===== config.mk =====
export PLATFORM = sky130hd
export DESIGN_NAME = bresenham_stepper_flat
export DESIGN_NICKNAME = d
export VERILOG_FILES = /design/src/rtl/bresenham_pkg.sv /design/src/rtl/bresenham_stepper_if.sv /design/src/rtl/line_octant_setup.sv /design/src/rtl/bresenham_stepper.sv /design/src/flat_wrapper.sv
export SDC_FILE = /design/constraint.sdc
export NUM_CORES = 1
export LEC_CHECK = 0
export CAP_MARGIN = 15
export CORE_MARGIN = 2
export CORE_UTILIZATION = 60
export DETAILED_ROUTE_END_ITERATION = 8
export GPL_ROUTABILITY_DRIVEN = 0
export PLACE_DENSITY = 0.9
export SYNTH_ARGS = -nofsm -noshare
export SYNTH_HDL_FRONTEND = slang
export SYNTH_SLANG_ARGS = --single-unit

===== constraint.sdc =====
create_clock -name clk -period 13.3 [get_ports clk]
set_clock_uncertainty 0.15 [all_clocks]
set_input_delay 1.995 -clock clk [delete_from_list [all_inputs] [get_ports clk]]
set_output_delay 1.995 -clock clk [all_outputs]
set_load 0.005 [all_outputs]

===== src/rtl/bresenham_pkg.sv =====
// Shared types and widths for the Bresenham raycast stepper.
package bresenham_pkg;

  localparam int unsigned X_W = 8;
  localparam int unsigned Y_W = 7;
  localparam int unsigned CW  = 8;
  localparam int unsigned EW  = CW + 3;

  typedef enum logic [1:0] {
    IDLE  = 2'd0,
    SETUP = 2'd1,
    RUN   = 2'd2
  } state_t;

  typedef struct packed {
    logic flip_x;
    logic flip_y;
    logic flip_identity;
  } octant_t;

  typedef logic signed [EW-1:0] err_t;

endpackage


===== src/rtl/bresenham_stepper_if.sv =====
// Request and canonical-point bus between the segment source, the stepper and the mapper.
interface bresenham_stepper_if;
  import bresenham_pkg::*;

  logic           req_valid;
  logic           req_ready;
  logic [X_W-1:0] x0;
  logic [X_W-1:0] x1;
  logic [Y_W-1:0] y0;
  logic [Y_W-1:0] y1;
  logic           pt_valid;
  logic           pt_ready;
  logic [CW-1:0]  pt_cx;
  logic [CW-1:0]  pt_cy;
  logic           pt_last;
  logic           flip_x;
  logic           flip_y;
  logic           flip_identity;
  logic           busy;

  modport master (
    output req_valid, x0, x1, y0, y1, pt_ready,
    input  req_ready, pt_valid, pt_cx, pt_cy, pt_last,
           flip_x, flip_y, flip_identity, busy
  );

  modport slave (
    input  req_valid, x0, x1, y0, y1, pt_ready,
    output req_ready, pt_valid, pt_cx, pt_cy, pt_last,
           flip_x, flip_y, flip_identity, busy
  );

endinterface


===== src/rtl/line_octant_setup.sv =====
// Folds a segment into the first octant: flip flags, canonical start point and axis deltas.
module line_octant_setup
  import bresenham_pkg::*;
(
  input  logic [X_W-1:0] x0,
  input  logic [X_W-1:0] x1,
  input  logic [Y_W-1:0] y0,
  input  logic [Y_W-1:0] y1,
  output octant_t        oct,
  output logic [CW-1:0]  cx0,
  output logic [CW-1:0]  cy0,
  output logic [CW-1:0]  dmaj,
  output logic [CW-1:0]  dmin
);

  localparam int unsigned DW = CW + 1;

  logic [DW-1:0] dx;
  logic [DW-1:0] dy;
  logic [CW-1:0] adx;
  logic [CW-1:0] ady;
  logic [CW-1:0] x0e;
  logic [CW-1:0] y0e;
  logic [CW-1:0] maj0;
  logic [CW-1:0] min0;
  logic          steep;

  // Ties (|dx|==|dy|) stay shallow so the diagonal keeps x as the major axis.
  always_comb begin
    x0e   = CW'(x0);
    y0e   = CW'(y0);
    dx    = DW'(x1) - DW'(x0);
    dy    = DW'(y1) - DW'(y0);
    adx   = dx[DW-1] ? CW'(-dx) : dx[CW-1:0];
    ady   = dy[DW-1] ? CW'(-dy) : dy[CW-1:0];
    steep = (ady > adx);

    oct.flip_identity = steep;
    oct.flip_x        = steep ? dy[DW-1] : dx[DW-1];
    oct.flip_y        = steep ? dx[DW-1] : dy[DW-1];

    maj0 = steep ? y0e : x0e;
    min0 = steep ? x0e : y0e;
    cx0  = oct.flip_x ? -maj0 : maj0;
    cy0  = oct.flip_y ? -min0 : min0;
    dmaj = steep ? ady : adx;
    dmin = steep ? adx : ady;
  end

endmodule


===== src/rtl/bresenham_stepper.sv =====
// Bresenham stepper: folds a segment into octant 0 and emits one canonical point per handshake.
// Build option BRESENHAM_SKIP_ENDPOINT_EN drops the final endpoint (free-cell rays).
module bresenham_stepper
  import bresenham_pkg::*;
(
  input logic                clk,
  input logic                rst_n,
  bresenham_stepper_if.slave bus
);

  state_t         state;
  state_t         state_nxt;

  logic [X_W-1:0] x0_q;
  logic [X_W-1:0] x1_q;
  logic [Y_W-1:0] y0_q;
  logic [Y_W-1:0] y1_q;

  octant_t        s_oct;
  logic [CW-1:0]  s_cx0;
  logic [CW-1:0]  s_cy0;
  logic [CW-1:0]  s_dmaj;
  logic [CW-1:0]  s_dmin;

  octant_t        oct_q;
  logic [CW-1:0]  cx_q;
  logic [CW-1:0]  cy_q;
  logic [CW-1:0]  rem_q;
  logic [CW-1:0]  dmaj_q;
  logic [CW-1:0]  dmin_q;
  err_t           err_q;

  logic           pt_valid_q;
  logic           pt_last_q;
  logic           req_ready_q;
  logic           busy_q;

  logic           fire_c;
  logic           err_pos_c;
  logic           skip_zero_c;
  logic [CW-1:0]  rem_init_c;
  err_t           two_dmin_c;
  err_t           two_dmaj_c;
  err_t           s_two_dmin_c;

  line_octant_setup u_setup (
    .x0   (x0_q),
    .x1   (x1_q),
    .y0   (y0_q),
    .y1   (y1_q),
    .oct  (s_oct),
    .cx0  (s_cx0),
    .cy0  (s_cy0),
    .dmaj (s_dmaj),
    .dmin (s_dmin)
  );

  // Remaining count is biased so that pt_last always means "rem_q == 0".
`ifdef BRESENHAM_SKIP_ENDPOINT_EN
  assign skip_zero_c = (s_dmaj == '0);
  assign rem_init_c  = s_dmaj - CW'(1);
`else
  assign skip_zero_c = 1'b0;
  assign rem_init_c  = s_dmaj;
`endif

  assign fire_c       = pt_valid_q & bus.pt_ready;
  assign err_pos_c    = !err_q[EW-1] && (err_q != '0);
  assign two_dmin_c   = EW'({dmin_q, 1'b0});
  assign two_dmaj_c   = EW'({dmaj_q, 1'b0});
  assign s_two_dmin_c = EW'({s_dmin, 1'b0});

  // Next-state logic
  always_comb begin
    state_nxt = state;
    case (state)
      IDLE:    if (bus.req_valid) state_nxt = SETUP;
      SETUP:   state_nxt = skip_zero_c ? IDLE : RUN;
      RUN:     if (fire_c && pt_last_q) state_nxt = IDLE;
      default: state_nxt = IDLE;
    endcase
  end

  // State register with handshake/status outputs registered from the next state
  always_ff @(posedge clk or negedge rst_n) begin
    if (!rst_n) begin
      state       <= IDLE;
      pt_valid_q  <= 1'b0;
      req_ready_q <= 1'b1;
      busy_q      <= 1'b0;
    end else begin
      state       <= state_nxt;
      pt_valid_q  <= (state_nxt == RUN);
      req_ready_q <= (state_nxt == IDLE);
      busy_q      <= (state_nxt != IDLE);
    end
  end

  // Endpoint capture, octant load and per-handshake Bresenham step
  always_ff @(posedge clk or negedge rst_n) begin
    if (!rst_n) begin
      x0_q      <= '0;
      x1_q      <= '0;
      y0_q      <= '0;
      y1_q      <= '0;
      oct_q     <= '0;
      cx_q      <= '0;
      cy_q      <= '0;
      rem_q     <= '0;
      dmaj_q    <= '0;
      dmin_q    <= '0;
      err_q     <= '0;
      pt_last_q <= 1'b0;
    end else begin
      case (state)
        IDLE: begin
          if (bus.req_valid) begin
            x0_q <= bus.x0;
            x1_q <= bus.x1;
            y0_q <= bus.y0;
            y1_q <= bus.y1;
          end
        end
        SETUP: begin
          oct_q     <= s_oct;
          cx_q      <= s_cx0;
          cy_q      <= s_cy0;
          dmaj_q    <= s_dmaj;
          dmin_q    <= s_dmin;
          err_q     <= s_two_dmin_c - EW'(s_dmaj);
          rem_q     <= rem_init_c;
          pt_last_q <= (rem_init_c == '0);
        end
        RUN: begin
          if (fire_c) begin
            if (pt_last_q) begin
              pt_last_q <= 1'b0;
            end else begin
              cx_q      <= cx_q + CW'(1);
              rem_q     <= rem_q - CW'(1);
              pt_last_q <= (rem_q == CW'(1));
              if (err_pos_c) begin
                cy_q  <= cy_q + CW'(1);
                err_q <= err_q + two_dmin_c - two_dmaj_c;
              end else begin
                err_q <= err_q + two_dmin_c;
              end
            end
          end
        end
        default: ;
      endcase
    end
  end

  assign bus.req_ready     = req_ready_q;
  assign bus.pt_valid      = pt_valid_q;
  assign bus.pt_cx         = cx_q;
  assign bus.pt_cy         = cy_q;
  assign bus.pt_last       = pt_last_q;
  assign bus.flip_x        = oct_q.flip_x;
  assign bus.flip_y        = oct_q.flip_y;
  assign bus.flip_identity = oct_q.flip_identity;
  assign bus.busy          = busy_q;

endmodule

===== src/flat_wrapper.sv =====
// flat-port wrapper written by rule: the top's interface ports become plain ports
module bresenham_stepper_flat import bresenham_pkg::*;
  (clk, rst_n, bus_req_valid, bus_x0, bus_x1, bus_y0, bus_y1, bus_pt_ready, bus_req_ready, bus_pt_valid, bus_pt_cx, bus_pt_cy, bus_pt_last, bus_flip_x, bus_flip_y, bus_flip_identity, bus_busy);
  bresenham_stepper_if bus_i ();
  input logic clk;
  input logic rst_n;
  input wire logic [$bits(bus_i.req_valid)-1:0] bus_req_valid;
  input wire logic [$bits(bus_i.x0)-1:0] bus_x0;
  input wire logic [$bits(bus_i.x1)-1:0] bus_x1;
  input wire logic [$bits(bus_i.y0)-1:0] bus_y0;
  input wire logic [$bits(bus_i.y1)-1:0] bus_y1;
  input wire logic [$bits(bus_i.pt_ready)-1:0] bus_pt_ready;
  output wire logic [$bits(bus_i.req_ready)-1:0] bus_req_ready;
  output wire logic [$bits(bus_i.pt_valid)-1:0] bus_pt_valid;
  output wire logic [$bits(bus_i.pt_cx)-1:0] bus_pt_cx;
  output wire logic [$bits(bus_i.pt_cy)-1:0] bus_pt_cy;
  output wire logic [$bits(bus_i.pt_last)-1:0] bus_pt_last;
  output wire logic [$bits(bus_i.flip_x)-1:0] bus_flip_x;
  output wire logic [$bits(bus_i.flip_y)-1:0] bus_flip_y;
  output wire logic [$bits(bus_i.flip_identity)-1:0] bus_flip_identity;
  output wire logic [$bits(bus_i.busy)-1:0] bus_busy;
  assign bus_i.req_valid = bus_req_valid;
  assign bus_i.x0 = bus_x0;
  assign bus_i.x1 = bus_x1;
  assign bus_i.y0 = bus_y0;
  assign bus_i.y1 = bus_y1;
  assign bus_i.pt_ready = bus_pt_ready;
  assign bus_req_ready = bus_i.req_ready;
  assign bus_pt_valid = bus_i.pt_valid;
  assign bus_pt_cx = bus_i.pt_cx;
  assign bus_pt_cy = bus_i.pt_cy;
  assign bus_pt_last = bus_i.pt_last;
  assign bus_flip_x = bus_i.flip_x;
  assign bus_flip_y = bus_i.flip_y;
  assign bus_flip_identity = bus_i.flip_identity;
  assign bus_busy = bus_i.busy;
  bresenham_stepper u_core (.clk(clk), .rst_n(rst_n), .bus(bus_i));
endmodule

# After elaboration in Yosys (flattened, before gate mapping)

Index checks and enable logic that the tools add are counted.

Muxes and demuxes: 30
Reduce and logical (&&, ||, !) cells: 13
Add/subtract/negate cells: 12
Bitwise logic cells: 1
$lt $le $gt $ge: 1
Equality and inequality tests: 7

Operator list:

| operator              | count |
|---|---|
| $mux W8               | 15 |
| $pmux W8 S2           | 3 |
| $mux W11              | 3 |
| $neg A8 Y8            | 4 |
| $pmux W11 S2          | 1 |
| $add A8 B1 Y8 const B | 2 |
| $add A11 B10 Y11      | 1 |
| $reduce_bool A11 Y1   | 1 |
| $sub A11 B10 Y11      | 1 |
| $sub A9 B8 Y10        | 1 |
| $sub A8 B8 Y9         | 1 |
| $eq A8 B1 Y1 const B  | 1 |
| $gt A8 B8 Y1          | 1 |
| $logic_not A8 Y1      | 1 |
| $sub A7 B7 Y8         | 1 |
| $sub A8 B1 Y8 const B | 1 |
| $pmux W2 S3           | 1 |
| $eq A2 B2 Y1 const B  | 2 |
| $logic_not A2 Y1      | 2 |
| $mux W1               | 4 |
| $mux W2               | 2 |
| $ne A2 B1 Y1 const B  | 2 |
| $reduce_and A2 Y1     | 2 |
| $reduce_and A4 Y1     | 1 |
| other kinds (8)       | 10 |

Bits in registers: 90
Output and inout port bits: 23
Logic and storage cells: 82
Input bits: 34

# Logic depth before layout (Yosys ltp)

Word-level depth: 8
Mapped depth: 33
Mapped depth without buffers: 31

# Modules after synthesis

Synthesis repeated with hierarchy kept, for this count alone.

Cell total of the unflattened synthesis: 795
Area total of the unflattened synthesis: 6,872.8 µm²

Modules (own cells, without submodules):

| module            | sequential area each (µm²) | cells each | instances | area each (µm²) |
|---|---|---|---|---|
| bresenham_stepper | 2,253.4                    | 548        | 1         | 5,051.1 |
| line_octant_setup | 0.0                        | 247        | 1         | 1,821.7 |

# Worst setup path before layout

Ideal clock, no wire load.

Path kind: flip-flop to flip-flop
Start: register u_core.x0_q[0]
End: register u_core.err_q[5]
Path slack: 7,068 ps
Clock period less this slack: 6,232 ps
Required time: 13,029 ps
Setup time: 121 ps
Cell stages (with the launch flop): 29
Buffers on the path: 2
Data arrival time: 5,961 ps
Cell sequence: dfrtp_1 -> ha_1 -> fa_1 -> nor2b_1 -> o2111ai_1 -> nand3_2 -> a31o_1 -> buf_6 -> nor2_1 -> xnor2_1 -> ha_1 -> and2_1 -> a221oi_1 -> inv_1 -> nor2_1 -> o31ai_2 -> nand2_1 -> clkbuf_1 -> nor2_1 -> a21oi_1 -> ha_1 -> a21o_1 -> a21oi_1 -> a2111oi_2 -> o311a_1 -> a2111oi_2 -> nor3_1 -> or3b_1 -> a22o_1

Word-level cells in the longest chain between the ends: 7
Elaborated cells between the ends (all ways): 8
Those cells by class: add/sub: 3; order compare: 1; mux: 4

RTL lines:

| what                   | RTL line                 | source |
|---|---|---|
| from (decl)            | bresenham_stepper.sv:14  | `logic [X_W-1:0] x0_q;` |
| from (signal assigned) | bresenham_stepper.sv:118 | `x0_q <= bus.x0;` |
| $sub A8 B8 Y9 (*)      | line_octant_setup.sv:32  | `dx = DW'(x1) - DW'(x0);` |
| $neg A8 Y8             | line_octant_setup.sv:34  | `adx = dx[DW-1] ? CW'(-dx) : dx[CW-1:0];` |
| $mux W8 (*)            | line_octant_setup.sv:34  |  |
| $gt A8 B8 Y1           | line_octant_setup.sv:36  | `steep = (ady > adx);` |
| $mux W8 (*)            | line_octant_setup.sv:47  | `dmin = steep ? adx : ady;` |
| net u_core.s_dmin[0]   | bresenham_stepper.sv:23  | `logic [CW-1:0] s_dmin;` |
| $sub A9 B8 Y10 (*)     | bresenham_stepper.sv:130 | `err_q <= s_two_dmin_c - EW'(s_dmaj);` |
| $pmux W11 S2 (*)       | bresenham_stepper.sv:115 | `case (state)` |
| to (signal assigned)   | bresenham_stepper.sv:130 |  |
| to (signal assigned)   | bresenham_stepper.sv:144 | `err_q <= err_q + two_dmin_c - two_dmaj_c;` |
| to (signal assigned)   | bresenham_stepper.sv:146 | `err_q <= err_q + two_dmin_c;` |
| to (decl)              | bresenham_stepper.sv:31  | `err_t err_q;` |

Mark *: on every way through the listed nets, which the timed path passes. The rest lies on a longest branch.
A chain may end at the register's enable or synchronous reset.

# Final worst setup path

Start: register u_core.x0_q[0]
End: register u_core.err_q[5]

Word-level cells in the longest chain between the ends: 7
Elaborated cells between the ends (all ways): 8
Those cells by class: add/sub: 3; order compare: 1; mux: 4

RTL lines:

| what                       | RTL line |
|---|---|
| $sub A8 B8 Y9 (*)          | line_octant_setup.sv:32 |
| $neg A8 Y8                 | line_octant_setup.sv:34 |
| $mux W8 (*)                | line_octant_setup.sv:34 |
| $gt A8 B8 Y1               | line_octant_setup.sv:36 |
| $mux W8 (on tied branches) | line_octant_setup.sv:47, line_octant_setup.sv:46 |
| $sub A9 B8 Y10 (*)         | bresenham_stepper.sv:130 |
| $pmux W11 S2 (*)           | bresenham_stepper.sv:115 |

Every way passes the cells marked *; elsewhere a longest branch is shown, timed or not.

==> impl_metrics.json <==
{
  "yosysSeqAreaShare": 0.305,
  "min_period_ps": 8170,
  "synthMuxAreaShare": 0.0928,
  "yosys.area_share.adder": 0.110,
  "timing.fmax_mhz": 122,
  "post-cts-setup-buffer-count": 0,
  "final_cell_mix": "dfrtp_1 (89), o21ai_0 (58), a21oi_1 (56), ha_1 (55), clkdlybuf4s50_1 (55)",
  "path_max_fanout": 31,
  "rsz0062_at_grt": "false",
  "drive_above_1_share": 0.111,
  "ctsResizeCount": 0,
  "wl_mm": 20.3,
  "worst-slew-pin-transition_ps": 981,
  "clock_sink_count": 90,
  "drv_cap": 0,
  "cts_buffers": 9,
  "status": "complete, no violations",
  "syn-num-nets": 926,
  "worstSetupPathType": "flip-flop to flip-flop",
  "coreArea_um2": 12000,
  "first_pass_iters": 5,
  "fp-row-count": 40,
  "synth_xor_area_frac": 0.0486,
  "num_antenna_cells": 0,
  "detail_route.wl_per_cell_um": 19.8,
  "cts_root_buf": "clkbuf_16",
  "report.final.slew_viol_count": 0,
  "vias_per_cell": 6.70,
  "syn_inst": 832,
  "syn_area_um2": 7390,
  "synth-compound-area-share": 0.223,
  "die-area_um2": 13200,
  "startpoint_type": "flip-flop",
  "cp-end-kind": "flip-flop",
  "ys_warn_count": 0,
  "ys_types": 90,
  "nNetsFinal": 965,
  "reg2reg_setup_slack_ps": 5130,
  "grt_pass1_vias": 6541,
  "num_vias": 6849,
  "tns_ps": 0,
  "grt_pass1_wl_mm": 33.2,
  "hold_path.class": "flip-flop to flip-flop",
  "overflow": 0,
  "synthSimpleGateAreaFrac": 0.171,
  "die_h_um": 115,
  "yosys_most_used_dff": "dfrtp_1",
  "synth_top_family_by_area": "compound AO/OA/AOI/OAI gates",
  "slew_headroom": 0.346,
  "timing.final.crit_share": 0.614,
  "io_pins": 57,
  "dp_hpwl_mm": 14.6,
  "portBuffers": 56,
  "antenna_left": 0,
  "required_ps": 13390,
  "synth.avg_cell_area_um2": 8.88,
  "initialDrtViolationCount": 864,
  "final_hold_viol_count": 0,
  "arrival_ps": 8260,
  "synthToLayoutAreaGrowth_pct": 12.8,
  "ctsHtreeMaxLevel": 3,
  "insertion_delay_ps": 350,
  "grt_antenna_before_repair": 0,
  "layout_commonest_cell": "dfrtp_1",
  "n_fill_cell": 891,
  "setup_viol": 0,
  "die_width_um": 115,
  "cts_buffer_depth": 2,
  "cts_hold_buf": 0,
  "initial_core_util": 0.615,
  "synth-seq-cells": 90,
  "grt.total_usage": 0.318,
  "tritoncts": "built",
  "place_inst": 1007,
  "path_clk_slew_ps": 70,
  "grt_max_degree": 55,
  "async_reset_ff_frac": 1.00,
  "drc_errors": 0,
  "fin_cells": 1023,
  "synth_edf_count": 0
}
-- stage by stage --
step                 util  hold slack (ps)  area [µm²]  setup WS [ps]
finish              0.694              359        8330           5130
global route        0.694              382        8330           4590
CTS                 0.694              361        8330           5350
detailed placement  0.666              346        8010           5420
global placement    0.666              338        8010           5740
floorplan               -              329        7390           7070
-- final timing paths --
path,startpoint,to,depth (start not counted)
worst max-delay path,u_core.x0_q[0],u_core.err_q[5],25
max in group asynchronous,rst_n,u_core.bus.pt_cy[5],2
min in group asynchronous,rst_n,u_core.y1_q[4],1
worst min-delay path,u_core.bus.flip_identity,u_core.bus.flip_identity,1
worst max register to register,u_core.x0_q[0],u_core.err_q[5],25
worst min register to register,u_core.bus.flip_identity,u_core.bus.flip_identity,1
-- registers in the layout (all words and copies together) (netlist names), 7 cells and up --
register          flops
u_core.dmaj_q         8
u_core.x1_q           8
u_core.y1_q           7
u_core.rem_q          8
u_core.bus.pt_cy      8
u_core.x0_q           8
u_core.bus.pt_cx      8
u_core.err_q         11
u_core.y0_q           7
u_core.dmin_q         8
-- routing by layer --
layer / vias up / GRT usage / part of all wire / wire length, µm
li1: 3124 / - / - / -
met1: 3280 / 0.428 / 0.41 / 8310
met2: 376 / 0.509 / 0.46 / 9410
met3: 69 / 0.0712 / 0.096 / 1950
met4: 0 / 0.108 / 0.029 / 581
met5: - / 0 / 0 / 0
-- Yosys cell counts, types with 4 or more instances --
cell,instances,share of area
nand3_1,37,0.025
xnor2_1,29,0.034
ha_1,55,0.093
buf_2,6,0.0041
o21ai_1,14,0.0095
dfrtp_1,89,0.30
nand2_1,53,0.027
nor4_1,6,0.0051
mux2_2,43,0.066
a31oi_1,7,0.0059
nand2b_1,7,0.0059
clkbuf_1,21,0.011
nor2b_1,9,0.0076
o21bai_1,4,0.0041
o21ai_0,58,0.039
buf_6,4,0.0061
inv_1,51,0.026
or3_1,8,0.0068
a21oi_1,56,0.038
a21o_1,15,0.015
nor2_1,52,0.026
and2_1,5,0.0042
fa_1,5,0.014
a221oi_1,11,0.013
nor3_1,25,0.017
xor2_1,12,0.014
o211ai_1,4,0.0041
mux2i_1,19,0.026
nor3b_1,5,0.0051
and3_1,14,0.012
a211oi_1,5,0.0051
-- logic make-up after synthesis --
logic type	Yosys count
AND/OR/NAND/NOR	248
AO/OA/AOI/OAI	242
flip-flops	90
buffers and inverters	86
multiplexers	63
adder cells (fa/ha/maj)	62
XOR/XNOR	41
-- worst max-delay path, cell delays in order (launching register included) --
cell and delay (ps):
dfrtp_1 440, ha_1 260, fa_1 420, nor2b_1 220, o2111ai_1 160, nand3_2 140, a31o_1 410, nor2_1 110
xnor2_1 600, ha_1 230, and2_1 150, a221oi_1 130, inv_1 100, nor2_1 60, o31ai_2 670, nand2_1 770
o21ai_1 670, ha_1 340, a21o_1 180, a21oi_1 370, a2111oi_2 90, o311a_1 380, a2111oi_2 360, nor3_1 100
or3b_1 360, a22o_1 180
-- cell type report --
class	count	area, µm²	area share
Multi-Input combinational cell	656	4770	0.572
Sequential cell	90	2250	0.270
Timing Repair Buffer	63	611	0.0733
Clock buffer	11	243	0.0291
Inverter	51	191	0.0230
Tap cell	147	184	0.0221
Clock inverter	5	86.3	0.0104
Power is left out: the tool's default activity adds up to more than one toggle a clock period on the data nets, which glitch-free logic cannot reach.
